**src/rtl/pplimit_mc_if.sv**
```systemverilog
// Bus bundle for the multi-channel shift/round/clip limiter.
// The master side supplies samples and config; the slave side returns limited samples and clip status.
interface pplimit_mc_if #(
  parameter int W_IN    = 16,
  parameter int W_OUT   = 10,
  parameter int NCH     = 4,
  parameter int CW      = 2,
  parameter int SHIFT_W = 4
) ();
  logic signed [W_IN-1:0]  in;
  logic                    strobe_in;
  logic                    frame;
  logic [SHIFT_W-1:0]      shift;
  logic                    lim_we;
  logic [CW-1:0]           lim_addr;
  logic [W_OUT-2:0]        lim_data;
  logic                    clip_clr;
  logic signed [W_OUT-1:0] out;
  logic                    strobe_out;
  logic [CW-1:0]           chan_out;
  logic [NCH-1:0]          clip_flags;
  logic [15:0]             clip_count;

  modport master (
    output in, strobe_in, frame, shift, lim_we, lim_addr, lim_data, clip_clr,
    input  out, strobe_out, chan_out, clip_flags, clip_count
  );

  modport slave (
    input  in, strobe_in, frame, shift, lim_we, lim_addr, lim_data, clip_clr,
    output out, strobe_out, chan_out, clip_flags, clip_count
  );
endinterface

```
**src/rtl/pplimit_mc.sv**
```systemverilog
// Time-interleaved multi-channel limiter: rounding right shift, then symmetric clip against a per-channel limit.
// Two-stage pipeline with sticky per-channel clip flags and a saturating clip event counter.
module pplimit_mc #(
  parameter int W_IN    = 16,
  parameter int W_OUT   = 10,
  parameter int NCH     = 4,
  parameter int CW      = 2,
  parameter int SHIFT_W = 4
) (
  input logic         clk,
  input logic         rst_n,
  pplimit_mc_if.slave bus
);
  localparam int KMAX = W_IN - 1;
  localparam logic [W_OUT-2:0] LIM_RST = '1;

  logic [CW-1:0]           cnt_q, cnt_d, ch_in;
  logic                    v1_q, v1_d;
  logic signed [W_IN:0]    s1_q, s1_d;
  logic [CW-1:0]           ch1_q, ch1_d;
  logic signed [W_OUT-1:0] out_q, out_d;
  logic                    strobe_out_q, strobe_out_d;
  logic [CW-1:0]           chan_out_q, chan_out_d;
  logic [NCH-1:0]          flags_q, flags_d;
  logic [15:0]             count_q, count_d;
  logic [W_OUT-2:0]        lim_q [NCH];
  logic [W_OUT-2:0]        lim_d [NCH];

  logic [31:0]             k;
  logic signed [W_IN:0]    rnd, sum, s_in;
  logic [W_OUT-2:0]        lim_rd;
  logic signed [W_IN:0]    lim_s, neg_lim;
  logic                    clip_hi, clip_lo;

  // Stage 1: channel tracking plus rounding shift; one guard bit keeps +full-scale rounding from wrapping.
  always_comb begin
    k = (32'(bus.shift) > KMAX) ? KMAX : 32'(bus.shift);
    rnd = '0;
    if (k != 0) rnd = (W_IN+1)'(1) << (k - 1);
    sum  = {bus.in[W_IN-1], bus.in} + rnd;
    s_in = sum >>> k;
    ch_in = bus.frame ? '0 : cnt_q;

    cnt_d = cnt_q;
    v1_d  = bus.strobe_in;
    s1_d  = s1_q;
    ch1_d = ch1_q;
    if (bus.strobe_in) begin
      s1_d  = s_in;
      ch1_d = ch_in;
      cnt_d = (ch_in == CW'(NCH - 1)) ? '0 : ch_in + CW'(1);
    end
  end

  // Stage 2: clip against the limit as registered before any same-edge write.
  always_comb begin
    lim_rd  = lim_q[ch1_q];
    lim_s   = signed'({{(W_IN+2-W_OUT){1'b0}}, lim_rd});
    neg_lim = -lim_s;
    clip_hi = s1_q > lim_s;
    clip_lo = s1_q < neg_lim;

    out_d        = out_q;
    strobe_out_d = v1_q;
    chan_out_d   = chan_out_q;
    flags_d      = bus.clip_clr ? '0 : flags_q;
    count_d      = bus.clip_clr ? '0 : count_q;
    if (v1_q) begin
      chan_out_d = ch1_q;
      if (clip_hi)      out_d = lim_s[W_OUT-1:0];
      else if (clip_lo) out_d = neg_lim[W_OUT-1:0];
      else              out_d = s1_q[W_OUT-1:0];
      if (clip_hi || clip_lo) begin
        flags_d[ch1_q] = 1'b1;
        if (count_d != 16'hFFFF) count_d = count_d + 16'd1;
      end
    end

    for (int i = 0; i < NCH; i++)
      lim_d[i] = (bus.lim_we && bus.lim_addr == CW'(i)) ? bus.lim_data : lim_q[i];
  end

  always_ff @(posedge clk or negedge rst_n) begin
    if (!rst_n) begin
      cnt_q        <= '0;
      v1_q         <= 1'b0;
      s1_q         <= '0;
      ch1_q        <= '0;
      out_q        <= '0;
      strobe_out_q <= 1'b0;
      chan_out_q   <= '0;
      flags_q      <= '0;
      count_q      <= '0;
      for (int i = 0; i < NCH; i++) lim_q[i] <= LIM_RST;
    end else begin
      cnt_q        <= cnt_d;
      v1_q         <= v1_d;
      s1_q         <= s1_d;
      ch1_q        <= ch1_d;
      out_q        <= out_d;
      strobe_out_q <= strobe_out_d;
      chan_out_q   <= chan_out_d;
      flags_q      <= flags_d;
      count_q      <= count_d;
      for (int i = 0; i < NCH; i++) lim_q[i] <= lim_d[i];
    end
  end

  assign bus.out        = out_q;
  assign bus.strobe_out = strobe_out_q;
  assign bus.chan_out   = chan_out_q;
  assign bus.clip_flags = flags_q;
  assign bus.clip_count = count_q;
endmodule

```
**src/flat_wrapper.sv**
```systemverilog
// flat-port wrapper written by rule: the top's interface ports become plain ports
module pplimit_mc_flat 
#(
  parameter int W_IN    = 16,
  parameter int W_OUT   = 10,
  parameter int NCH     = 4,
  parameter int CW      = 2,
  parameter int SHIFT_W = 4
)
  (clk, rst_n, bus_in, bus_strobe_in, bus_frame, bus_shift, bus_lim_we, bus_lim_addr, bus_lim_data, bus_clip_clr, bus_out, bus_strobe_out, bus_chan_out, bus_clip_flags, bus_clip_count);
  pplimit_mc_if #(.W_IN(W_IN), .W_OUT(W_OUT), .NCH(NCH), .CW(CW), .SHIFT_W(SHIFT_W)) bus_i ();
  input logic clk;
  input logic rst_n;
  input wire logic [$bits(bus_i.in)-1:0] bus_in;
  input wire logic [$bits(bus_i.strobe_in)-1:0] bus_strobe_in;
  input wire logic [$bits(bus_i.frame)-1:0] bus_frame;
  input wire logic [$bits(bus_i.shift)-1:0] bus_shift;
  input wire logic [$bits(bus_i.lim_we)-1:0] bus_lim_we;
  input wire logic [$bits(bus_i.lim_addr)-1:0] bus_lim_addr;
  input wire logic [$bits(bus_i.lim_data)-1:0] bus_lim_data;
  input wire logic [$bits(bus_i.clip_clr)-1:0] bus_clip_clr;
  output wire logic [$bits(bus_i.out)-1:0] bus_out;
  output wire logic [$bits(bus_i.strobe_out)-1:0] bus_strobe_out;
  output wire logic [$bits(bus_i.chan_out)-1:0] bus_chan_out;
  output wire logic [$bits(bus_i.clip_flags)-1:0] bus_clip_flags;
  output wire logic [$bits(bus_i.clip_count)-1:0] bus_clip_count;
  assign bus_i.in = bus_in;
  assign bus_i.strobe_in = bus_strobe_in;
  assign bus_i.frame = bus_frame;
  assign bus_i.shift = bus_shift;
  assign bus_i.lim_we = bus_lim_we;
  assign bus_i.lim_addr = bus_lim_addr;
  assign bus_i.lim_data = bus_lim_data;
  assign bus_i.clip_clr = bus_clip_clr;
  assign bus_out = bus_i.out;
  assign bus_strobe_out = bus_i.strobe_out;
  assign bus_chan_out = bus_i.chan_out;
  assign bus_clip_flags = bus_i.clip_flags;
  assign bus_clip_count = bus_i.clip_count;
  pplimit_mc #(.W_IN(W_IN), .W_OUT(W_OUT), .NCH(NCH), .CW(CW), .SHIFT_W(SHIFT_W)) u_core (.clk(clk), .rst_n(rst_n), .bus(bus_i));
endmodule
```
**config.mk**
```make
export PLATFORM = sky130hd
export DESIGN_NAME = pplimit_mc_flat
export DESIGN_NICKNAME = d
export VERILOG_FILES = /design/src/rtl/pplimit_mc_if.sv /design/src/rtl/pplimit_mc.sv /design/src/flat_wrapper.sv
export SDC_FILE = /design/constraint.sdc
export NUM_CORES = 1
export LEC_CHECK = 0
export ABC_AREA = 1
export CAP_MARGIN = 40
export CORE_AREA = 8 8 123 125
export DETAILED_ROUTE_END_ITERATION = 8
export DIE_AREA = 0 0 131 133
export PLACE_DENSITY = 0.8
export RECOVER_POWER = 100
export SLEW_MARGIN = 20
export SYNTH_ARGS = -nofsm -noshare
export SYNTH_HDL_FRONTEND = slang
export SYNTH_SLANG_ARGS = --single-unit
```
**constraint.sdc**
```tcl
create_clock -name clk -period 4.4 [get_ports clk]
set_input_delay 0.66 -clock clk [delete_from_list [all_inputs] [get_ports clk]]
set_output_delay 0.66 -clock clk [all_outputs]
set_load 0.05 [all_outputs]
```
**Word level (Yosys, flattened, before mapping)**

Cells that the tools add are included.
Widths: inputs -> output; s select.

- Flip-flop bits (word level): 91
- Bits of input ports: 37
- Output and inout port bits: 33

- $add $sub $neg: 5
- $lt $le $gt $ge: 5
- Equality and inequality tests: 5
- Shift operators: 2
- Muxes and demuxes: 17
- Bitwise logic cells: 2
- Reduce and logical (&&, ||, !) cells: 8

Operators with widths:

| cell | count |
|---|---|
| $mux 16 | 4 |
| $shl 1x32->17 const A | 1 |
| $mux 10 | 2 |
| $bmux 9 s2 | 1 |
| $mux 9 | 2 |
| $add 17x17->17 | 1 |
| $gt 17x10->1 | 1 |
| $lt 17x17->1 | 1 |
| $mux 17 | 1 |
| $neg 9->17 | 1 |
| $sshr 17x4->17 | 1 |
| $add 16x1->16 const B | 1 |
| $ne 16x16->1 const B | 1 |
| $mux 4 | 3 |
| $eq 2x2->1 const B | 3 |
| $logic_and 1x1->1 | 5 |
| $sub 4x1->5 const B | 1 |
| $mux 2 | 2 |
| $or 4x4->4 | 1 |
| $reduce_bool 4->1 | 1 |
| $ge 3x3->1 const B | 1 |
| $lt 2x3->1 const B | 1 |
| $not 2->3 | 1 |
| $add 2x1->2 const B | 1 |
| other kinds (6) | 6 |

**Logic depth before layout (Yosys ltp)**

Gate-level depths: netlist of the first run.

- Depth in word-level cells: 9
- Gate-level depth with buffers: 28
- Gate-level depth less buffers: 26

**Worst setup path before layout of the first run**

OpenSTA, ideal clock, no wires.

- Path type: input port to flip-flop
- Start: input port bus_shift[1]
- End: register u_core.s1_q[14]
- Arrival time: 3.391 ns
- Data required time: 4.274 ns
- Setup slack: 0.883 ns
- Stages on the path: 23
- Buffers on the path: 2
- Path through: buf_2 -> clkinv_1 -> clkbuf_1 -> ha_1 -> nand2_1 -> nand4_1 -> nor2_1 -> ha_1 -> fa_1 -> nand2_1 -> nand2_1 -> nand3b_1 -> nand2_1 -> nand2_1 -> nand2_1 -> nand2_1 -> nand3_1 -> nand3_1 -> nand2_1 -> nand2_1 -> nand2_1 -> nand2_1 -> a21oi_1

- Longest elaborated chain between the ends: 5
- Elaborated cells between the ends (all ways): 6

RTL lines:

| element | RTL line | source |
|---|---|---|
| start, declared | flat_wrapper.sv:17 | `input wire logic [$bits(bus_i.shift)-1:0] bus_shift;` |
| $sub 4x1->5 | pplimit_mc.sv:39 | `if (k != 0) rnd = (W_IN+1)'(1) << (k - 1);` |
| $shl 1x32->17 | pplimit_mc.sv:39 |  |
| $mux 17 | pplimit_mc.sv:39 |  |
| $add 17x17->17 | pplimit_mc.sv:40 | `sum = {bus.in[W_IN-1], bus.in} + rnd;` |
| $sshr 17x4->17 * | pplimit_mc.sv:41 | `s_in = sum >>> k;` |
| end signal, assigned | pplimit_mc.sv:87 | `s1_q <= '0;` |
| end signal, assigned | pplimit_mc.sv:98 | `s1_q <= s1_d;` |
| end, declared | pplimit_mc.sv:19 | `logic signed [W_IN:0] s1_q, s1_d;` |

Every way passes the cells marked *; elsewhere a longest branch is shown, timed or not.
A chain may end at the register's enable or synchronous reset.

**Worst setup path in the final report of the first run**

- Start: register u_core.ch1_q[0]
- End: register u_core.count_q[6], in the netlist u_core.bus.clip_count[6]

- Longest elaborated chain between the ends: 9
- Elaborated cells between the ends (all ways): 10

RTL lines:

| element | RTL line | source |
|---|---|---|
| start, declared | pplimit_mc.sv:20 | `logic [CW-1:0] ch1_q, ch1_d;` |
| start signal, assigned | pplimit_mc.sv:99 | `ch1_q <= ch1_d;` |
| $not 2->3 (not written as such) * | pplimit_mc.sv:57 | `lim_rd = lim_q[ch1_q];` |
| $bmux 9 s2 * | pplimit_mc.sv:57 |  |
| $mux 9 (not written as such) * (2 in a row) | pplimit_mc.sv:57 |  |
| $neg 9->17 | pplimit_mc.sv:59 | `neg_lim = -lim_s;` |
| $lt 17x17->1 | pplimit_mc.sv:61 | `clip_lo = s1_q < neg_lim;` |
| $logic_or 1x1->1 * | pplimit_mc.sv:73 | `if (clip_hi \|\| clip_lo) begin` |
| $mux 16 * | pplimit_mc.sv:73 |  |
| $mux 16 * | pplimit_mc.sv:68 | `if (v1_q) begin` |
| via u_core.count_d[6] | pplimit_mc.sv:25 | `logic [15:0] count_q, count_d;` |
| end signal, assigned | pplimit_mc.sv:104 | `count_q <= count_d;` |
| end, declared | pplimit_mc.sv:25 |  |

The timed path passes the listed nets; every way through them passes the cells marked *. The select of a mux whose other input is x is not followed.

==> results of run 1 <==
## final timing paths
kind / start / end / slack (ns)
max in group asynchronous: rst_n / u_core.ch1_q[0] / 1.23
max reg2reg: u_core.ch1_q[0] / u_core.bus.clip_count[6] / 0.39
min reg2reg: u_core.bus.clip_flags[0] / u_core.bus.clip_flags[0] / 0.48
max: u_core.ch1_q[0] / u_core.bus.clip_count[6] / 0.39
min in group clk: u_core.bus.clip_flags[0] / u_core.bus.clip_flags[0] / 0.48
min: rst_n / u_core.strobe_out_d / 0.24
## per-layer routing
layer | part of all wire (%) | global-route usage (%)
met1 | 45 | 27.9
met2 | 48 | 35.6
met3 | 5.3 | 3.42
met4 | 2.0 | 6.19
met5 | 0 | 0
## state kept, by name, summed over array words and instances, names as in the netlist
register	flops
u_core.lim_q	36
u_core.s1_q	17
u_core.bus.clip_count	16
u_core.bus.out	10
u_core.bus.clip_flags	4
u_core.bus.chan_out	2
u_core.ch1_q	2
u_core.cnt_q	2
u_core.bus.strobe_out	1
u_core.strobe_out_d	1
## power by group
group | switching (mW) | internal, mW | total, mW
Clock | 0.340 | 0.421 | 0.760
Combinational | 0.732 | 0.388 | 1.12
Sequential | 0.0905 | 0.992 | 1.08
## critical path, stage by stage (launching register included)
cell and delay [ns]:
dfrtp_1 0.63, nand2_1 0.28, inv_1 0.20, nand2_1 0.07, nand2_1 0.21, inv_1 0.12
ha_1 0.25, nand3_2 0.15, nor2_1 0.06, ha_1 0.18, ha_1 0.33, nand2_1 0.07
inv_1 0.06, nand3_1 0.09, nor2_1 0.19, nand4_1 0.13, nand3_1 0.11, nand2_1 0.07
nand3_1 0.07, buf_4 0.24, nand2_1 0.13, nor2_1 0.13, xor2_1 0.15
## cells in the final DEF, fill, tap and decap left out, drive strengths merged, types with 5 or more instances in the layout
master         synthesis  final
nand3b                 6      6
nor3                  16     16
nand2                287    287
dlygate4sd3            0     36
inv                  131    134
dfstp                 36     36
ha                    46     46
xor2                  17     17
clkinv                 3      5
nand3                114    114
dfrtp                 55     55
a21oi                 56     56
clkdlybuf4s50          0     32
buf                   14     14
nor2                 119    119
xnor2                  6      6
o21ai                 73     73
clkbuf                14     15
nand4                 15     15
## stage by stage
| step | hold WS, ns | total power, mW |
|---|---|---|
| after floorplan | 0.364 | 1.88 |
| after global placement | 0.466 | 2.19 |
| after detailed placement | 0.473 | 2.21 |
| after CTS | 0.418 | 2.99 |
| after global routing | 0.258 | 3.15 |
| final | 0.241 | 2.96 |
## synth_stat cells (2+ instances only)
cell type / number / share of area [%]
nor2_1: 112 / 5.9
nor4_1: 4 / 0.35
buf_6: 3 / 0.48
nand3_1: 111 / 7.8
and2_1: 3 / 0.26
o21ai_1: 6 / 0.42
xor2_1: 17 / 2.1
clkbuf_1: 14 / 0.74
inv_2: 4 / 0.21
inv_1: 125 / 6.6
nor3_2: 2 / 0.28
a21o_1: 2 / 0.21
dfrtp_1: 55 / 19
nor2_4: 2 / 0.32
dfstp_2: 36 / 13
buf_1: 4 / 0.21
o21ai_0: 67 / 4.7
xnor2_1: 6 / 0.74
nand3_2: 3 / 0.42
nand4_1: 14 / 1.2
nand2_1: 272 / 14
clkinv_1: 3 / 0.16
a21oi_1: 54 / 3.8
nand2_4: 3 / 0.48
buf_2: 6 / 0.42
or2_2: 3 / 0.26
o211ai_1: 2 / 0.21
nor3_1: 10 / 0.71
nand2_2: 12 / 1.1
and3_1: 2 / 0.18
inv_4: 2 / 0.18
o31ai_1: 2 / 0.21
nor2_2: 5 / 0.44
nand3b_1: 6 / 0.64
ha_1: 46 / 8.1
nor3_4: 4 / 0.92
## kinds of logic after synthesis
group	share of synthesized area, %
flops	32.8
compound gates	10.7
buf+inv	9.13
xor+xnor	2.84
fa+ha+maj	8.41
simple gates	36.0
mux	0.141
## final cells by class
type,instances,area [sq um]
clock buffer,11,253
clock inverter,5,41.3
fill,1157,4830
inverter,134,508
multi-input combinational,782,4110
sequential,91,2320
tap,176,220
timing repair buffer,86,801
==> metrics.md, run 1 <==
| Metric | Value |
|---|---|
| Largest net degree at the start of global routing | 62 |
| Hold-fix buffers at CTS | 0 |
| Transition time at the pin with the least slew margin | 2.74 ns |
| Synthesis-to-layout area growth | 16.5% |
| Global placement routability congestion | 0.957 |
| Final Instance Area | 8260 sq um |
| Final-report max-slew violation count | 86 |
| Initial core utilization | between 50% and 60% |
| Type of destination of the critical path | register |
| Power Dens Cells | 359 nW/um^2 |
| Worst hold path class | input port to asynchronous set/reset pin |
| Post-Synthesis Cells | roughly 1000 |
| Number of cells on the worst reg-to-reg path | 22 |
| Flip-flop and latch count after synthesis | 91 |
| Aggregate global routing overflow | 0 |
| TritonCTS Buffers | 9 |
| Final critical path time including I/O delays and setup | 4.01 ns |
| Layout Utilization | between 60% and 70% |
| Setup repair bufs after CTS | 0 |
| Final Worst Setup Slack | around 0.4 ns |
| DRC violations left | 0 |
| Cell variety after synth | 49 |
| Highest clock frequency the design can meet | around 250 MHz |
| Largest clock skew in the final design | 0.0141 ns |
| Share of flip-flops with an asynchronous set or reset after synthesis | between 90% and 100% |
| Chip Height | 133 um |
| Dominant synthesized flop cell | dfrtp_1 |
| Area of the die | 17400 sq um |
| Master cell of the clock root buffer | clkbuf_16 |
| Cell leakage power | 4.17 nW |
| Tot GR Track Use | 21.5% |
| Final Hold Vio Count | 0 |
| Setup TNS | 0 ns |
| Area after DPL | 7980 sq um |
| Number of synthesized flops with an enable pin | 0 |
| Post-layout instance count excluding filler cells | around 1300 |
| Width of the die | 131 um |
| Antenna fix cells | 0 |
| Post-DR wirelength/cell | 14.1 um |
| Total Nets Final | ~1200 |
| Worst endpoint required time | 4.67 ns |
| Max Fanout on Critical Path | 20 |
| Count of boundary I/O pins | 70 |
| Number of gates resized after cts | 0 |
| Routed vias | roughly 7000 |
| Number of global-route vias before repair | 6495 |
| Placeable Area | 13100 sq um |
| Number of buffers inserted by port buffering | 69 |
| Post-synthesis instance area | about 7100 sq um |
| Result of the run | complete, but fails checks |
| Classification of the worst setup path | register to register |
| Vias per cell | 5.42 |
| Share of cells above drive strength 1 | 9.74% |
| Seq/Total Area, Yosys | 32.8% |
| Number of DRC markers after the initial detailed-route iteration | 567 |
| Net count of the mapped netlist | approximately 1100 |
| Maxcap violations | 2 |
| Worst slew margin relative to its limit | -82.5% |
| Length of the first detailed-routing pass in iterations | 6 |
| CTS H-tree depth | 3 |
| Yosys Warn Count | 0 |
| Syn Area/Cell | between 6 and 7 sq um |
| Total wirelength of the detailed-routed design | around 18000 um |
| Total clock sinks | 91 |
| Remaining antenna violation count | 0 |
| Post-place setup slack | around 0.42 ns |
| Cell total after placement | 1268 |
| Number of setup violations in the final report | 0 |
| Post-detailed-placement half-perimeter wirelength | 13900 um |
| Fin crit share | a little over 90% |
| Failing checks | max-capacitance violations, max-slew violations |
| Setup crit start kind | register |
| Antenna violations before repair | 0 |
| Clock latency at the later pin of the worst-skew pair | 0.34 ns |
| Maximum buffer depth of the clock tree | 2 |
| Number of core rows | 42 |
| Worst IR drop on VDD | approximately 200 uV |
| Clock edge transition at the registers on the reported setup and hold paths | around 0.07 ns |
| RSZ-0062 raised after global routing | no |
| Global-route wire length before repair | 30700 um |
| Data arrival time of the worst path | between 4 and 5 ns |
| TritonCTS clock tree | yes |
Power figures use the tool's default switching activity.
==> inputs of run 2 (changes only) <==
--- a/config.mk
+++ b/config.mk
@@ -10,7 +10,7 @@
 export CORE_AREA = 8 8 123 125
 export DETAILED_ROUTE_END_ITERATION = 8
 export DIE_AREA = 0 0 131 133
-export PLACE_DENSITY = 0.8
+export PLACE_DENSITY = 0.76
 export RECOVER_POWER = 100
 export SLEW_MARGIN = 20
 export SYNTH_ARGS = -nofsm -noshare
==> run 2 against run 1 <==
Sequential share of layout area about the same. Combinational power barely moved. Wire length increased by 1.6%. Critical path depth increased by 3. Hold slack better by 0.23 ns. Largest cell class unchanged. Count of clock-buffer cells in the layout stayed put. Global-route usage increased by 0.36 points. Via count fell by 0.69%. Cell area is 0.15% lower. The run still ends with max-capacitance violations, max-slew violations left. Register-to-register slack worse by 0.05 ns.
==> metrics.md, run 2 (synthesis gave the netlist of run 1 again) <==
| Metric | Value |
|---|---|
| Result of the run | complete, but fails checks |
| Failing checks | max-capacitance violations, max-slew violations |
| Initial core utilization | 54.1% (unchanged) |
| Maxcap violations | 1 (-1) |
| Fill cell instance count of the final layout | 1244 (+7.5%) |
| Final Instance Area | 8240 sq um (-0.15%) |
| Area of the die | 17400 sq um (unchanged) |
| DRC violations left | 0 (unchanged) |
| Chip Height | 133 um (unchanged) |
| Switching component of the power | 1.16 mW (-0.43%) |
| Termination of the worst setup path | u_core.bus.clip_count[10] |
| Maximum buffer depth of the clock tree | 2 (unchanged) |
| Remaining antenna violation count | 0 (unchanged) |
| Total clock sinks | 91 (unchanged) |
| Clock latency at the later pin of the worst-skew pair | 0.36 ns (+0.02 ns) |
| Count of boundary I/O pins | 70 (unchanged) |
| Flip-flop count of the largest register after layout | 36 (unchanged) |
| Placeable Area | 13100 sq um (unchanged) |
| Synthesis-to-layout area growth | 16.4% |
| Largest clock skew in the final design | 0.0121 ns (-0.00199 ns) |
| Classification of the worst setup path | register to register |
| Share of total power in sequential cells | 37.0% (+0.5 points) |
| Cell total after placement | 1268 (unchanged) |
| Worst Hold Slack | 0.476 ns (+0.235 ns) |
| CTS H-tree depth | 3 (unchanged) |
| Vias per cell | 5.38 (-0.69%) |
| R2R Setup Slk | 0.35 ns (-0.05 ns) |
| Final-report max-slew violation count | 51 (-41%) |
| Number of core rows | 42 (unchanged) |
| Length of the first detailed-routing pass in iterations | 6 (unchanged) |
| Final Hold Vio Count | 0 (unchanged) |
| Worst endpoint required time | 4.67 ns (about the same) |
| Total wirelength of the detailed-routed design | 18400 um (+1.6%) |
| Aggregate global routing overflow | 0 (unchanged) |
| Number of gates resized after cts | 0 (unchanged) |
| Master cell of the clock root buffer | clkbuf_16 |
| Highest clock frequency the design can meet | 247 MHz (-1.1%) |
| Post-detailed-placement half-perimeter wirelength | 14200 um (+1.9%) |
| Share of total power in combinational logic | 38.2% (+0.4 points) |
| Number of buffers inserted by port buffering | 69 (unchanged) |
| Number of cells on the worst reg-to-reg path | 25 (+14%) |
| Most used cells in the layout excluding fill and tap cells | 272 x nand2_1, 125 x inv_1, 112 x nor2_1, 112 x nand3_1, 70 x o21ai_0 |
| Number of DRC markers after the initial detailed-route iteration | 603 (+6.3%) |
| Data arrival time of the worst path | 4.32 ns (+0.05 ns) |
| Number of global-route vias before repair | 6399 (-1.5%) |
| RSZ-0062 raised after global routing | no |
| Critical Path Source | u_core.ch1_q[0] |
| Worst hold path class | register to register |
| Launch instance of the worst register-to-register path | u_core.ch1_q[0] |
| Proportion of power drawn by the clock network | 24.8% (-0.9 points) |
| Total Nets Final | 1188 (unchanged) |
| Endpoint of the worst register-to-register path | u_core.bus.clip_count[10] |
| Number of setup violations in the final report | 0 (unchanged) |
| Final critical path time including I/O delays and setup | 4.05 ns (+0.0455 ns) |
| TritonCTS clock tree | yes |
| Power Dens Cells | 355 nW/um^2 (-1.1%) |
| Fin crit share | 92.1% (+1.0 points) |
| Width of the die | 131 um (unchanged) |
| Max Fanout on Critical Path | 20 (unchanged) |
| Overall power consumption | 2.92 mW (-1.3%) |
| Type of destination of the critical path | register |
| Post-DR wirelength/cell | 14.3 um (+1.6%) |
| Cell-internal power | 1.77 mW (-1.8%) |
| Global-route wire length before repair | 30700 um (about the same) |
| Routed vias | 6915 (-0.69%) |
| Register ranked first by flip-flop count | u_core.lim_q |
| Area after DPL | 7980 sq um (unchanged) |
| Antenna fix cells | 0 (unchanged) |
| Sw Ratio | 39.6% (+0.33 points) |
| Transition time at the pin with the least slew margin | 2.79 ns (+0.0561 ns) |
| Clock edge transition at the registers on the reported setup and hold paths | 0.07 ns (about the same) |
| Share of cells above drive strength 1 | 9.83% (+0.090 points) |
| Largest net degree at the start of global routing | 51 (-18%) |
| Hold-fix buffers at CTS | 0 (unchanged) |
| Post-layout instance count excluding filler cells | 1285 (unchanged) |
| Cell leakage power | 4.16 nW (-0.13%) |
| Worst slew margin relative to its limit | -86.2% (-3.7 points) |
| Global placement routability congestion | 0.943 (-1.5%) |
| Setup repair bufs after CTS | 0 (unchanged) |
| TritonCTS Buffers | 9 (unchanged) |
| Antenna violations before repair | 0 (unchanged) |
| Setup crit start kind | register |
| Worst IR drop on VDD | 197 uV (-1.7%) |
| Setup TNS | 0 ns (unchanged) |
| Tot GR Track Use | 21.8% (+0.36 points) |
| Leading cell type in the layout, fill and taps excluded | nand2_1 |
[run 2: layout make-up]
cell class	instances	area [sq um]	area share, %
Sequential cell	91	2320	28.2
Multi-Input combinational cell	782	4110	49.9
Inverter	134	508	6.16
Timing Repair Buffer	86	813	9.86
Tap cell	176	220	2.67
Clock inverter	5	36.3	0.440
Clock buffer	11	233	2.82
[run 2: worst min-delay path by stage]
stage	from	endpoint	slack (ns)	cells past startpoint
floorplan	rst_n	u_core.bus.chan_out[0]	0.36	0
global placement	u_core.bus.clip_flags[0]	u_core.bus.clip_flags[0]	0.47	2
detailed placement	u_core.bus.out[0]	u_core.bus.out[0]	0.47	2
CTS	rst_n	u_core.s1_q[12]	0.35	1
global route	u_core.lim_q[11]	u_core.lim_q[11]	0.50	2
finish	u_core.bus.out[0]	u_core.bus.out[0]	0.48	2
[run 2: critical path: stages, from the launching register on]
cell and delay [ns]:
dfrtp_1 0.65, inv_4 0.13, nand2_4 0.12, inv_2 0.06
nand2_1 0.05, nand2_1 0.05, a21oi_1 0.12, nand2_1 0.19
inv_1 0.15, ha_1 0.26, nand3_2 0.16, nor2_1 0.12
ha_1 0.23, inv_1 0.09, ha_1 0.25, nand2_1 0.10
nor2_1 0.05, nor3_1 0.12, nand2_1 0.07, nand2_1 0.07
nand4_1 0.12, nand3_1 0.11, buf_4 0.25, nand2_1 0.11
nor2_1 0.14, xor2_1 0.18
[run 2: through the flow]
step	utilization (%)	setup WS (ns)
finish	63.0	0.349
detailed placement	60.9	0.312
CTS	63.0	0.374
floorplan	-	0.883
global route	63.0	0.0150
global placement	60.9	0.295
[run 2: per-layer routing]
metal  track usage [%]  up-vias  wire (um)
met5                 0        -          0
met4              5.93        0        278
met3              4.86       25       1010
met2              35.2      187       8690
met1              28.5     3203       8420
li1                  -     3500          -
[run 2: power by group through the flow]
stage | logic, mW | registers, mW | clock network [mW]
detailed placement | 1.12 | 1.10 | 0
global route | 1.25 | 1.10 | 0.771
finish | 1.12 | 1.08 | 0.726
floorplan | 0.685 | 1.20 | 0
CTS | 1.13 | 1.08 | 0.734
global placement | 1.10 | 1.09 | 0
==> patch, RTL diff (flow settings as in run 2) <==
Make the reset (`rst_n`) synchronous in one clocked block.
--- a/src/rtl/pplimit_mc.sv
+++ b/src/rtl/pplimit_mc.sv
@@ -80,7 +80,7 @@
       lim_d[i] = (bus.lim_we && bus.lim_addr == CW'(i)) ? bus.lim_data : lim_q[i];
   end
 
-  always_ff @(posedge clk or negedge rst_n) begin
+  always_ff @(posedge clk) begin
     if (!rst_n) begin
       cnt_q        <= '0;
       v1_q         <= 1'b0;
Check against the original RTL: differs if rst_n is asserted again (counterexample within 4 cycles, from zero or initial values and one cycle with rst_n low); with rst_n held inactive, the same outputs for 4 cycles.
==> patch against run 2 <==
Cell area fell by 2.6%. Critical path depth decreased by 2. Maximum frequency increased by 3.3%. Synthesized area decreased by 3.1%. First-iteration DRC count is 3.0% lower. Sequential share of layout area down 0.45 points. Wire length fell by 3.9%. Sequential cell count rose by 2. Worst setup slack better by 0.13 ns. Combinational power decreased by 48%. Power fell by 20%. Synthesized cell count rose by 0.68%. Critical endpoint is now u_core.bus.clip_flags[3]. Highest routed layer unchanged.
==> patch: results (changes against run 2) <==
metric;value;unit;change
grt_start_max_net_pins;45;;-12%
ys.warnings.count;0;;unchanged
synth-compound-area-share;11.0;%;+0.31 points
wirelength;17700;um;-3.9%
place_area;7740;sq um;-2.9%
nFillCells;1254;;+0.80%
use_met3;3.42;%;-1.4 points
crit_arrival;4.13;ns;-0.19 ns
first_pass_iters;5;;-1
vdd_ir_drop_max;0.191;mV;-3.1%
synth-xor-area-share;1.40;%;-1.4 points
gp_congestion;0.965;;+2.2%
grt_use_met2;34.2;%;-0.97 points
nets;1190;;+0.17%
crit_fanout;16;;-20%
async_reset_ff_share;0;%;-100 points
drtIter0Drc;585;;-3.0%
synth.area.top_cells;dfxtp_1 17%, nand2_1 16%, edfxtp_1 16%, nand3_1 8.9%, ha_1 8.4%;;
numCtsBuffers;9;;unchanged
status;finished, final reports clean;;
yosysSeqAreaShare;32.4;%;-0.41 points
antenna_cells;0;;unchanged
syn_avg_cell_area;6.59;sq um;-3.8%
syn_nets;1126;;+0.63%
grtUsageTotal;20.9;%;-0.92 points
power.leakage;3.86;nW;-7.3%
dpl.hpwl;13900;um;-1.6%
tightest_slew;1.19;ns;-1.61 ns
grt_pass1_wl;29800;um;-2.8%
layout.cells.non_filler;1287;;+0.16%
crit_slowest_cell;dfxtp_4;;
grt_pass1_vias;6370;;-0.45%
drive_gt1_share;5.13;%;-4.7 points
synth_mux_area_share;0;%;-0.14 points
critical_path.max_stage_delay;0.40;ns;-0.25 ns
largest_reg_flops;36;;unchanged
grt_antenna_before_repair;0;;unchanged
synthFlopType;dfxtp_1;;
htreeDepth;3;;unchanged
cellPowerDensity;290;nW/um^2;-18%
synth_commonest_cells;294 x nand2_1, 132 x inv_1, 122 x nand3_1;;
grtUsageMet1;27.3;%;-1.2 points
dp_slack;0.280;ns;-0.0323 ns
synth-edff-count;36;;+36
skew;0.00920;ns;-0.00288 ns
vias_per_cell;5.31;;-1.2%
cp_top_family;simple AND/OR/NAND/NOR gates;;
synth_adder_area_share;8.68;%;+0.27 points
synth_cell_types;40;;-18%
clock_latency;0.35;ns;
cts-root-buf;clkbuf_16;;
patch: worst paths after layout:
kind / depth (start not counted) / slack [ns] / endpoint / start
max: 23 / 0.48 / u_core.bus.clip_flags[3] / register
min: 2 / 0.46 / u_core.bus.chan_out[1] / u_core.bus.chan_out[1]
max reg2reg: 23 / 0.48 / u_core.bus.clip_flags[3] / register
min reg2reg: 2 / 0.46 / u_core.bus.chan_out[1] / u_core.bus.chan_out[1]
patch: where the power goes:
group | internal [W] | switching, W | leakage, nW
Clock | 0.000396 | 0.000367 | 0.142
Sequential | 0.000945 | 0.0000381 | 0.822
Combinational | 0.000200 | 0.000381 | 2.89
Total | 0.00154 | 0.000786 | 3.86
patch: layout make-up:
cell class                      instances  area share (%)
Clock buffer                            9            2.80
Clock inverter                          7           0.795
Tap cell                              176            2.74
Timing Repair Buffer                   83            9.86
Multi-Input combinational cell        777            49.4
Sequential cell                        93            27.7
Inverter                              142            6.64
patch: worst register-to-register path: stages (launching register included):
cell and delay, ns:
dfxtp_4 0.40, inv_2 0.19, nand2_1 0.10, a32oi_2 0.30
inv_1 0.11, ha_1 0.23, nand3_2 0.11, nor2_1 0.06
nand2_2 0.12, nor3_1 0.06, ha_1 0.21, ha_1 0.34
nand2_1 0.08, inv_1 0.06, nand3_1 0.08, nor2_1 0.22
nand4_1 0.14, nand4_1 0.22, nand3_2 0.21, buf_4 0.26
nand3_1 0.08, inv_1 0.07, nand2_1 0.07, a21oi_1 0.05
patch: repair_timing:
action / 4_1_cts / 5_1_grt
endpoints found under the hold margin: 0 / 0
resized for setup: 0 / 2
hold buffers: 0 / 0
endpoints found under the setup margin: 0 / 26
patch: per-layer routing:
metal  vias to the layer above  wire, um
li1                       3554         -
met2                       193      8100
met3                        21       964
met4                         0       260
met5                         -         0
met1                      3072      8360
